===== config.mk =====
export PLATFORM = sky130hd
export DESIGN_NAME = bit_stream_serializer
export DESIGN_NICKNAME = d
export VERILOG_FILES = /design/src/rtl/bit_stream_serializer.sv
export SDC_FILE = /design/constraint.sdc
export NUM_CORES = 1
export LEC_CHECK = 0
export CAP_MARGIN = 20
export CORE_ASPECT_RATIO = 1.1
export CORE_MARGIN = 2
export CORE_UTILIZATION = 30
export DETAILED_ROUTE_END_ITERATION = 16
export HOLD_SLACK_MARGIN = 0.03
export PLACE_DENSITY = 0.49
export SLEW_MARGIN = 20
export SYNTH_ARGS = -nofsm -noshare
export SYNTH_HDL_FRONTEND = slang
export SYNTH_SLANG_ARGS = --single-unit

===== constraint.sdc =====
create_clock -name clk_i -period 1.52 [get_ports clk_i]
set_input_delay 0.152 -clock clk_i [delete_from_list [all_inputs] [get_ports clk_i]]
set_output_delay 0.152 -clock clk_i [all_outputs]
set_load 0.05 [all_outputs]

===== src/rtl/bit_stream_serializer.sv =====
// Parallel-to-serial feeder: valid/ready word intake, one-word holding buffer,
// and a valid-qualified one-bit-per-cycle output stream with stall and flush.
module bit_stream_serializer #(
  parameter int unsigned WIDTH     = 8,
  parameter bit          MSB_FIRST = 1'b1
) (
  input  logic             clk_i,
  input  logic             rst_ni,
  input  logic [WIDTH-1:0] word_i,
  input  logic             word_valid_i,
  output logic             word_ready_o,
  input  logic             stall_i,
  input  logic             flush_i,
  output logic             valid_o,
  output logic             d_o,
  output logic             word_done_o,
  output logic             busy_o
);

  localparam int unsigned CW = (WIDTH > 1) ? $clog2(WIDTH) : 1;
  localparam logic [CW-1:0] LAST_CNT = CW'(WIDTH - 1);

  typedef enum logic [0:0] {
    IDLE  = 1'b0,
    SHIFT = 1'b1
  } state_t;

  state_t           state_q;
  logic [WIDTH-1:0] sh_q;
  logic [WIDTH-1:0] pend_q;
  logic [CW-1:0]    cnt_q;
  logic             pend_full_q;
  logic             done_q;

  logic sh_full;
  logic consume;
  logic last_bit;
  logic sh_free;
  logic accept;
  logic out_bit;

  assign sh_full  = (state_q == SHIFT);
  assign consume  = sh_full & ~stall_i;
  assign last_bit = consume & (cnt_q == LAST_CNT);
  // The shifter can take a new word at this edge if empty or draining its last bit.
  assign sh_free  = ~sh_full | last_bit;
  assign accept   = word_valid_i & ~pend_full_q;
  assign out_bit  = MSB_FIRST ? sh_q[WIDTH-1] : sh_q[0];

  assign word_ready_o = ~pend_full_q;
  assign busy_o       = sh_full | pend_full_q;
  assign valid_o      = consume;
  assign d_o          = sh_full & out_bit;
  assign word_done_o  = done_q;

  always_ff @(posedge clk_i or negedge rst_ni) begin
    if (!rst_ni) begin
      state_q     <= IDLE;
      sh_q        <= '0;
      pend_q      <= '0;
      cnt_q       <= '0;
      pend_full_q <= 1'b0;
      done_q      <= 1'b0;
    end else if (flush_i) begin
      state_q     <= IDLE;
      cnt_q       <= '0;
      pend_full_q <= 1'b0;
      done_q      <= 1'b0;
    end else begin
      done_q <= last_bit;
      if (sh_free) begin
        cnt_q <= '0;
        if (pend_full_q) begin
          sh_q        <= pend_q;
          pend_full_q <= 1'b0;
          state_q     <= SHIFT;
        end else if (accept) begin
          sh_q    <= word_i;
          state_q <= SHIFT;
        end else begin
          state_q <= IDLE;
        end
      end else begin
        if (consume) begin
          cnt_q <= cnt_q + 1'b1;
          if (MSB_FIRST) sh_q <= {sh_q[WIDTH-2:0], 1'b0};
          else           sh_q <= {1'b0, sh_q[WIDTH-1:1]};
        end
        if (accept) begin
          pend_q      <= word_i;
          pend_full_q <= 1'b1;
        end
      end
    end
  end

endmodule


# Yosys cells after proc, flatten, opt, wreduce, memory -nomap -nowiden
# Index checks and enable logic that the tools add are counted.
# op_classes
muxes,15
n_bitwise,11
n_reduce_logical,6
eq_ne,2
addsub,1
# op_table
operator,n
$mux W8,4
$mux W3,3
$mux W1,8
$reduce_and A3 Y1,2
$reduce_bool A3 Y1,2
$not A1 Y1,5
$and A1 B1 Y1,4
$reduce_bool A2 Y1,2
$add A3 B1 Y3 const B,1
$eq A3 B3 Y1 const B,1
$ne A3 B2 Y1 const B,1
$or A1 B1 Y1,2
# word_totals
input_bits,13
ff_bits,22
output_inout_bits,5
word_cells,41

# Logic depth before layout (Yosys ltp)
# Gate-level depths: netlist of run 1.
# depth
depth_word,6
mapped_depth,7
depth_no_buf,6

# Least setup slack after synthesis of run 1
# Ideal clock, no wire load.
# synth_timing
path_kind,flip-flop to flip-flop
from,register cnt_q[0]
to,register sh_q[4]
path_stages_with_launch,8
t_required_ns,1.401
path_buffers,1
arrival_time_ns,1.529
setup_slack_ns,-0.127
setup_ns,0.119
period_less_slack_ns,1.647
cell_sequence,dfrtp_1 > ha_1 > ha_1 > nand2b_1 > a221o_1 > buf_6 > nand2_1 > o21ai_2
# synth_between
elab_chain_cells,5
word_cells_on_any_way,7
cone_classes,eq/ne (2); mux (1); bitwise (2); reduce/logical (2)
# synth_lines
element,line,rtl
start: declaration,31,logic [CW-1:0] cnt_q;
start signal: assignment,85,cnt_q <= cnt_q + 1'b1;
$eq A3 B3 Y1 *,44,assign last_bit = consume & (cnt_q == LAST_CNT);
$and A1 B1 Y1 *,44,
$or A1 B1 Y1 *,46,assign sh_free = ~sh_full | last_bit;
$ne A3 B2 Y1 (no line) / $reduce_bool A2 Y1 (equally long branches),--,
$reduce_and A3 Y1 (no line),--,
end signal: assignment,74,sh_q <= pend_q;
end signal: assignment,78,sh_q <= word_i;
end signal: assignment,86,"if (MSB_FIRST) sh_q <= {sh_q[WIDTH-2:0], 1'b0};"
end: declaration,29,logic [WIDTH-1:0] sh_q;
# Mark *: on every way between the ends. The rest lies on a longest branch, timed or not.
# A chain may end at the register's enable or synchronous reset.

# Final worst setup path of run 1
# layout_timing
from,register cnt_q[0]
to,register sh_q[1]
# The elaborated chain is that of the path after synthesis.

==> results of run 1 <==
[layout by cell type (no fill, tap or decap), types with 3 or more instances in the layout]
| master | n |
|---|---|
| nor3_1 | 5 |
| nand2_2 | 4 |
| o21ai_1 | 4 |
| buf_12 | 4 |
| mux2i_1 | 9 |
| nand2_1 | 5 |
| dfrtp_1 | 21 |
| buf_4 | 12 |
| mux2_2 | 15 |
| o21ai_2 | 3 |
| inv_1 | 4 |
| clkbuf_4 | 3 |
| clkdlybuf4s50_1 | 12 |
[synthesized netlist by cell type, drive strengths merged]
library cell / count / area [sq um]
nor3: 5 / 25.0
dfrtp: 22 / 551
inv: 4 / 15.0
nor2: 1 / 3.75
o21ai: 9 / 60.1
nand2b: 2 / 12.5
mux2i: 9 / 90.1
clkbuf: 2 / 7.51
buf: 3 / 23.8
xor2: 1 / 8.76
ha: 2 / 25.0
nand2: 9 / 33.8
nand4b: 1 / 23.8
a32o: 1 / 10.0
a221o: 1 / 10.0
mux2: 15 / 169
and2: 1 / 7.51
or2: 1 / 6.26
a21oi: 1 / 5.00
[area by class of cell]
type                    count  area, sq um
clock inverters             1         30.0
multi-input cells          59          531
fillers                   371         1900
flip-flops and latches     22          552
repair buffers             29          302
clock buffers               3         22.5
inverters                   4         15.0
well taps                  48         60.1
[flip-flops by register name, summed over array words and instances (netlist names)]
register,count
pend_q,8
sh_q,8
cnt_q,3
pend_full_q,1
sh_full,1
word_done_o,1
[layer usage]
layer  part of all wire, %  global-route usage, %  up-vias
met5                     0                      0        -
met4                   1.3                   5.59        0
met3                   2.7                   2.30        2
met2                    50                   19.5       10
met1                    46                   13.7      374
li1                      -                      -      373
[what timing repair did]
item / in CTS / in global routing
gates resized for setup: 1 / 2
setup buffers: 1 / 1
hold endpoints to repair: 0 / 0
hold buffers: 0 / 0
pin swaps: 1 / 1
setup endpoints to repair: 18 / 18
[power breakdown]
group	total, W	leakage (nW)	switching [W]	internal [W]
clock	0.000454	0.0279	0.000188	0.000266
combinational	0.000342	0.386	0.000150	0.000192
sequential	0.000742	0.277	0.0000557	0.000686
total	0.00154	0.690	0.000394	0.00114
[kinds of logic after synthesis]
group	Yosys count	synth area share (%)
AOI/OAI and AO/OA	12	7.82
DFF	22	50.6
muxes	24	23.8
adders and majority gates	2	2.30
buffers and inverters	9	4.26
xor gates and xnor gates	1	0.806
and+or+nand+nor	20	10.4
[critical path, cell delays in order (launching register included)]
cell      delay [ns]
dfrtp_1         0.42
ha_2            0.19
ha_4            0.15
nand2b_4        0.12
a221o_1         0.34
buf_12          0.17
nand2_1         0.06
o21ai_1         0.06
[per-stage QoR]
stage	setup TNS (ns)	hold WS [ns]	worst slack [ns]	utilization, %
4_1_cts	-1.28	0.173	-0.104	43.9
3_3_place_gp	-0.859	0.468	-0.0683	42.1
6_report	-1.13	0.171	-0.0886	44.3
5_1_grt	-1.81	0.196	-0.138	44.3
3_5_place_dp	-1.16	0.476	-0.0913	42.1
2_1_floorplan	-0.697	-0.144	-0.0554	-
[worst min-delay path by stage]
| stage | endpoint | slack (ns) | cells after the start |
|---|---|---|---|
| after floorplan | cnt_q[0]$_DFFE_PN0P_ | -0.14 | 0 |
| after global placement | sh_q[6]$_DFFE_PN0P_ | 0.47 | 2 |
| after detailed placement | sh_q[2]$_DFFE_PN0P_ | 0.48 | 2 |
| after CTS | pend_q[0]$_DFFE_PN0P_ | 0.17 | 2 |
| after global routing | sh_q[0]$_DFFE_PN0P_ | 0.20 | 2 |
| final | sh_full$_DFFE_PN0N_ | 0.17 | 2 |
==> flow_summary.json, run 1 <==
{
  "status": "complete, but fails checks",
  "violations": "setup timing",
  "fin_crit_sh_pct": 106,
  "root_buffer": "clkbuf_4",
  "rows": 22,
  "avgSynthCellArea_sq_um": 12.1,
  "reg2reg_from": "cnt_q[0]$_DFFE_PN0P_",
  "cts_made_buffers": 3,
  "diodes": 0,
  "wl_per_cell_um": 12.3,
  "rr_endpoint": "sh_q[1]$_DFFE_PN0P_",
  "clk_latency_ns": 0.31,
  "synthesis.nets": 105,
  "grt_overflow_total": 0,
  "end_kind": "flip-flop",
  "leakage_nw": 0.690,
  "r2r_cells": 7,
  "drtIter0Drc": 42,
  "p_total_w": 0.00154,
  "clkSinkCount": 22,
  "fin_area_sq_um": 1510,
  "grt_pass1_vias": 765,
  "vias": 759,
  "fmax_mhz": 622,
  "synth_cell_types": 23,
  "die_w_um": 61.4,
  "wirelength_um": 2040,
  "crit_start": "cnt_q[0]$_DFFE_PN0P_",
  "grt_setup_unrepaired": "true",
  "vdd_drop_max_mv": 0.350,
  "hold_path_class": "primary input to async pin",
  "clkSlewWorstSetupHoldPaths_ns": 0.13,
  "drive_gt1_share_pct": 43.2,
  "synth_warnings": 0,
  "cap_violations": 0,
  "syn_inst": 90,
  "antenna_left": 0,
  "routabilityCongestion": 0.699,
  "dp_cells": 160,
  "ff2ff_setup_slack_ns": -0.09,
  "areaGrowthSynthToFinish_pct": 39.0,
  "routed_via_density": 4.57,
  "skew_ns": 0.00565,
  "setup_viol": 16,
  "antenna_found_initial": 0,
  "dpl.hpwl_um": 1570,
  "io-pin-count": 18,
  "die-area_sq_um": 4120,
  "start_kind": "flip-flop",
  "place_area_sq_um": 1440,
  "cts_tree": "yes",
  "start_util_pct": 31.9,
  "finalNonFillerCells": 166,
  "die_y_um": 67.1,
  "powerDensity_nw_per_um2": 1020,
  "ys_seq_area_share_pct": 50.6,
  "required_ns": 1.74,
  "crit_fanout": 14,
  "tightestPinTransition_ns": 0.283,
  "synth-seq-cells": 22,
  "path_class": "flip-flop to flip-flop",
  "cts_buffer_depth": 2,
  "hold_viol": 0,
  "grtUsageTotal_pct": 11.5,
  "h-tree-depth": 1,
  "grt_pass1_wl_um": 3390,
  "synth_area_sq_um": 1090,
  "crit_path_end": "sh_q[1]$_DFFE_PN0P_",
  "period_minus_slack_ns": 1.61,
  "setup_ws_ns": -0.0886,
  "fp.coreArea_sq_um": 3410,
  "port_buffers": 17,
  "drt_first_pass_iters": 4,
  "grt_max_degree": 23,
  "drc": 0,
  "max-slew-margin-rel_pct": 81.1,
  "arrival_ns": 1.82,
  "drv_slew": 0,
  "final_nets": 134
}
Power figures use the tool's default switching activity.
==> run 2: changes to the inputs <==
Settings changed: CELL_PAD_IN_SITES_DETAIL_PLACEMENT set to 0, CELL_PAD_IN_SITES_GLOBAL_PLACEMENT set to 2, DONT_BUFFER_PORTS set to 1, PLACE_DENSITY 0.49 to 0.59.
==> run 2 against run 1 <==
Against the previous run:
- the flow still finishes with violations (setup timing)
- final cell count down 6.0%
- sequential share of layout area up 3.3 points
- hold slack worse by 0.11 ns
- wire length up 5.9%
- sequential power about the same
- critical path depth unchanged
- first-iteration DRC count down 55%
- clock skew down 0.0043 ns
- critical path type unchanged
- largest cell class unchanged
==> flow_summary.json, run 2 (synthesized netlist as in run 1, its figures left out) <==
{
  "hold_path_depth": 2,
  "drv_slew": 0,
  "nFillCells": 360,
  "required_ns": 1.72,
  "leakage_nw": 0.618,
  "h-tree-depth": 1,
  "clkSinkCount": 22,
  "final_cell_mix": "21 x dfrtp_1, 15 x mux2_2, 10 x dlygate4sd3_1",
  "tightestPinTransition_ns": 0.512,
  "grt_pass1_wl_um": 3680,
  "final_nets": 124,
  "crit_cells": 7,
  "wl_per_cell_um": 13.9,
  "multi_input_area_sq_um": 543,
  "die_w_um": 61.4,
  "crit_family": "compound AO/OA/AOI/OAI gates",
  "vias": 711,
  "crit_fanout": 13,
  "routabilityCongestion": 0.695,
  "clk_latency_ns": 0.30,
  "worst_path_largest_cell_delay_ns": 0.41,
  "antenna_found_initial": 0,
  "die_y_um": 67.1,
  "path_class": "flip-flop to flip-flop",
  "crit_path_end": "sh_q[2]$_DFFE_PN0P_",
  "drt_first_pass_iters": 2,
  "tns_ns": -1.42,
  "layout_commonest_cell": "dfrtp_1",
  "powerDensity_nw_per_um2": 984,
  "dpl.hpwl_um": 1510,
  "io-pin-count": 18,
  "drtIter0Drc": 19,
  "fmax_mhz": 606,
  "crit_start": "cnt_q[0]$_DFFE_PN0P_",
  "grt_setup_unrepaired": "true",
  "grt_overflow_total": 0,
  "cts_buffer_depth": 2,
  "arrival_ns": 1.85,
  "path_cells": "ha_2 > ha_4 > nand2b_4 > a221o_1 > buf_12 > nand2_1 > o21ai_1",
  "rows": 22,
  "rr_endpoint": "sh_q[2]$_DFFE_PN0P_",
  "ff2ff_setup_slack_ns": -0.13,
  "hold_path_class": "primary input to flip-flop",
  "setup_viol": 16,
  "clkSlewWorstSetupHoldPaths_ns": 0.12,
  "max-slew-margin-rel_pct": 65.9,
  "skew_ns": 0.00137,
  "slowest_stage": "dfrtp_1",
  "wirelength_um": 2170,
  "final_util_pct": 40.7,
  "areaGrowthSynthToFinish_pct": 27.6,
  "reg.largest.list": "pend_q (8), sh_q (8), cnt_q (3)",
  "port_buffers": 0,
  "fp.coreArea_sq_um": 3410,
  "diodes": 0,
  "cp.buffers_inverters": 1,
  "end_kind": "flip-flop",
  "grt_max_degree": 23,
  "antenna_left": 0,
  "final-seq-area_sq_um": 552,
  "hold_viol": 0,
  "die-area_sq_um": 4120,
  "violations": "setup timing",
  "start_kind": "flip-flop",
  "status": "complete, but fails checks",
  "cts_made_buffers": 3,
  "fin_crit_sh_pct": 109,
  "period_minus_slack_ns": 1.65,
  "grt_pass1_vias": 760,
  "routed_via_density": 4.56,
  "reg2reg_from": "cnt_q[0]$_DFFE_PN0P_",
  "vdd_drop_max_mv": 0.581,
  "setup_ws_ns": -0.130,
  "grtUsageTotal_pct": 12.3,
  "r2r_cells": 7,
  "drive_gt1_share_pct": 44.4,
  "cap_violations": 0,
  "root_buffer": "clkbuf_4",
  "cts_tree": "yes",
  "start_util_pct": 31.9,
  "drc": 0
}
[run 2: power breakdown]
group | switching [W] | internal, W
Sequential | 0.0000559 | 0.000686
Clock | 0.000173 | 0.000146
Combinational | 0.000147 | 0.000156
[run 2: cell type report]
cell class | count | area share [%]
clock buffer | 4 | 2.61
inverter | 4 | 1.35
multi-input combinational | 59 | 39.1
sequential | 22 | 39.8
tap | 48 | 4.33
timing repair buffer | 19 | 12.8
[run 2: how the worst min path moves through the flow]
stage,start,endpoint,slack [ns]
4_1_cts,word_valid_i,sh_full$_DFFE_PN0N_,0.05
3_5_place_dp,rst_ni,cnt_q[0]$_DFFE_PN0P_,-0.14
5_1_grt,word_valid_i,pend_full_q$_DFFE_PN0P_,0.04
6_report,word_valid_i,pend_full_q$_DFFE_PN0P_,0.06
2_1_floorplan,rst_ni,cnt_q[0]$_DFFE_PN0P_,-0.14
3_3_place_gp,rst_ni,cnt_q[0]$_DFFE_PN0P_,-0.14
[run 2: metal layers]
layer / vias up / GRT usage, % / share of wire (%)
met5: - / 0 / 0
met4: 0 / 3.19 / 0.97
met3: 2 / 3.64 / 5.3
met2: 14 / 19.1 / 48
met1: 343 / 16.7 / 46
li1: 352 / - / -
[run 2: what timing repair did]
| action | 4_1_cts | 5_1_grt |
|---|---|---|
| hold buffers | 10 | 1 |
| hold endpoints to repair | 36 | 22 |
| endpoints found under the setup margin | 17 | 17 |
| pin swaps | 0 | 1 |
| setup buffers | 0 | 1 |
| gates resized for setup | 0 | 7 |
[run 2: per-stage QoR]
step / cells / power, W / hold slack, ns / setup WS, ns / instance area (sq um)
6_report: 156 / 0.00137 / 0.0565 / -0.130 / 1390
3_3_place_gp: 140 / 0.00100 / -0.143 / -0.115 / 1220
3_5_place_dp: 140 / 0.00101 / -0.143 / -0.127 / 1220
5_1_grt: 156 / 0.00146 / 0.0416 / -0.206 / 1390
2_1_floorplan: 90 / 0.000960 / -0.144 / -0.0554 / 1120
4_1_cts: 154 / 0.00137 / 0.0475 / -0.156 / 1360
==> run 3: changes to the inputs <==
Settings changed: MAX_ROUTING_LAYER set to met4.
==> run 3 against run 2 <==
Against the previous run:
- die area unchanged
- first-iteration DRC count up 58%
- sequential power about the same
- worst setup slack worse by 0.0035 ns
- maximum frequency down 0.21%
- the flow still finishes with violations (setup timing)
- clock-buffer cell count unchanged
- power about the same
- critical endpoint is now sh_q[1]$_DFFE_PN0P_
- design area down 0.27%
- final cell count unchanged
- via count down 0.98%
==> flow_summary.json, run 3 (synthesized netlist as in run 1, its figures left out) <==
{
  "holdWs_ns": 0.0521,
  "vias": 704,
  "status": "complete, but fails checks",
  "antenna_left": 0,
  "clkSinkCount": 22,
  "crit_cells": 7,
  "wirelength_um": 2170,
  "max-slew-margin-rel_pct": 65.4,
  "start_kind": "flip-flop",
  "setup_viol": 16,
  "dp_slack_ns": -0.127,
  "crit_start": "cnt_q[0]$_DFFE_PN0P_",
  "drv_slew": 0,
  "powerDensity_nw_per_um2": 988,
  "diodes": 0,
  "final_cell_mix": "21 x dfrtp_1, 15 x mux2_2, 10 x dlygate4sd3_1",
  "wl_per_cell_um": 13.9,
  "die-area_sq_um": 4120,
  "drc": 0,
  "setup_ws_ns": -0.133,
  "fp.coreArea_sq_um": 3410,
  "routabilityCongestion": 0.702,
  "skew_ns": 0.00568,
  "vdd_drop_max_mv": 0.585,
  "grt_max_degree": 23,
  "rr_endpoint": "sh_q[1]$_DFFE_PN0P_",
  "final_util_pct": 40.5,
  "violations": "setup timing",
  "required_ns": 1.72,
  "drt_first_pass_iters": 3,
  "layout_commonest_cell": "dfrtp_1",
  "port_buffers": 0,
  "rows": 22,
  "reg2reg_from": "cnt_q[0]$_DFFE_PN0P_",
  "die_w_um": 61.4,
  "place_area_sq_um": 1220,
  "ff2ff_setup_slack_ns": -0.13,
  "grt_pass1_wl_um": 3700,
  "clkSlewWorstSetupHoldPaths_ns": 0.13,
  "cts_tree": "yes",
  "cp.buffers_inverters": 1,
  "worst_path_largest_cell_delay_ns": 0.42,
  "clk_latency_ns": 0.30,
  "cts_buffer_depth": 2,
  "grt_overflow_total": 0,
  "dpl.hpwl_um": 1510,
  "fin_area_sq_um": 1380,
  "routed_via_density": 4.51,
  "tightestPinTransition_ns": 0.519,
  "period_minus_slack_ns": 1.65,
  "h-tree-depth": 1,
  "drive_gt1_share_pct": 43.5,
  "root_buffer": "clkbuf_4",
  "path_cells": "ha_2 > ha_4 > nand2b_4 > a221o_1 > buf_12 > nand2_2 > o21ai_2",
  "io-pin-count": 18,
  "fin_crit_sh_pct": 109,
  "final_nets": 124,
  "grtUsageTotal_pct": 12.7,
  "leakage_nw": 0.616,
  "grt_setup_unrepaired": "true",
  "crit_family": "flip-flops",
  "areaGrowthSynthToFinish_pct": 27.3,
  "r2r_cells": 7,
  "fmax_mhz": 605,
  "end_kind": "flip-flop",
  "hold_viol": 0,
  "reg.largest.list": "pend_q (8), sh_q (8), cnt_q (3)",
  "antenna_found_initial": 0,
  "grt_pass1_vias": 753,
  "slowest_stage": "dfrtp_1",
  "crit_path_end": "sh_q[1]$_DFFE_PN0P_",
  "start_util_pct": 31.9,
  "die_y_um": 67.1,
  "cap_violations": 0,
  "arrival_ns": 1.85,
  "p_total_w": 0.00137,
  "cts_made_buffers": 3,
  "crit_fanout": 13,
  "drtIter0Drc": 30,
  "path_class": "flip-flop to flip-flop",
  "hold_path_class": "primary input to flip-flop"
}
run 3: cell types whose count changed in the layout (fill, tap and decap cells not counted):
cell and delta:
o21ai_1 +1, o21ai_2 -1
run 3: how the worst min path moves through the flow:
stage	from	to	cells after the start	slack, ns
6_report	word_valid_i	pend_full_q$_DFFE_PN0P_	2	0.05
5_1_grt	word_valid_i	pend_full_q$_DFFE_PN0P_	2	0.04
4_1_cts	word_valid_i	sh_full$_DFFE_PN0N_	2	0.05
3_5_place_dp	rst_ni	cnt_q[0]$_DFFE_PN0P_	0	-0.14
3_3_place_gp	rst_ni	cnt_q[0]$_DFFE_PN0P_	0	-0.14
2_1_floorplan	rst_ni	cnt_q[0]$_DFFE_PN0P_	0	-0.14
run 3: repair_timing:
| item | 4_1_cts | 5_1_grt |
|---|---|---|
| pin swaps | 0 | 1 |
| gates cloned | 0 | 0 |
| endpoints found under the setup margin | 17 | 17 |
| gates resized for setup | 0 | 6 |
| hold endpoints to repair | 36 | 22 |
| hold buffers | 10 | 1 |
| buffers inserted | 0 | 1 |
run 3: metrics by stage:
step	setup TNS, ns	cells
6_report	-1.53	156
5_1_grt	-2.89	156
4_1_cts	-1.82	154
3_5_place_dp	-1.40	140
3_3_place_gp	-1.33	140
2_1_floorplan	-0.697	90
run 3: cell type report:
class	instances	area [sq um]
Clock buffer	4	36.3
Fill cell	361	2030
Inverter	4	18.8
Multi-Input combinational cell	59	539
Sequential cell	22	552
Tap cell	48	60.1
Timing Repair Buffer	19	178
run 3: metal layers:
layer	wire [um]	share of wire (%)	GRT usage, %
met1	1000	46	17.1
met2	1040	48	18.9
met3	108	5.0	3.83
met4	20	0.92	3.19
met5	0	0	-
run 3: power breakdown:
part / leakage, nW / internal (W) / switching [W]
clock network: 0.0210 / 0.000146 / 0.000178
logic: 0.318 / 0.000155 / 0.000145
registers: 0.277 / 0.000686 / 0.0000563
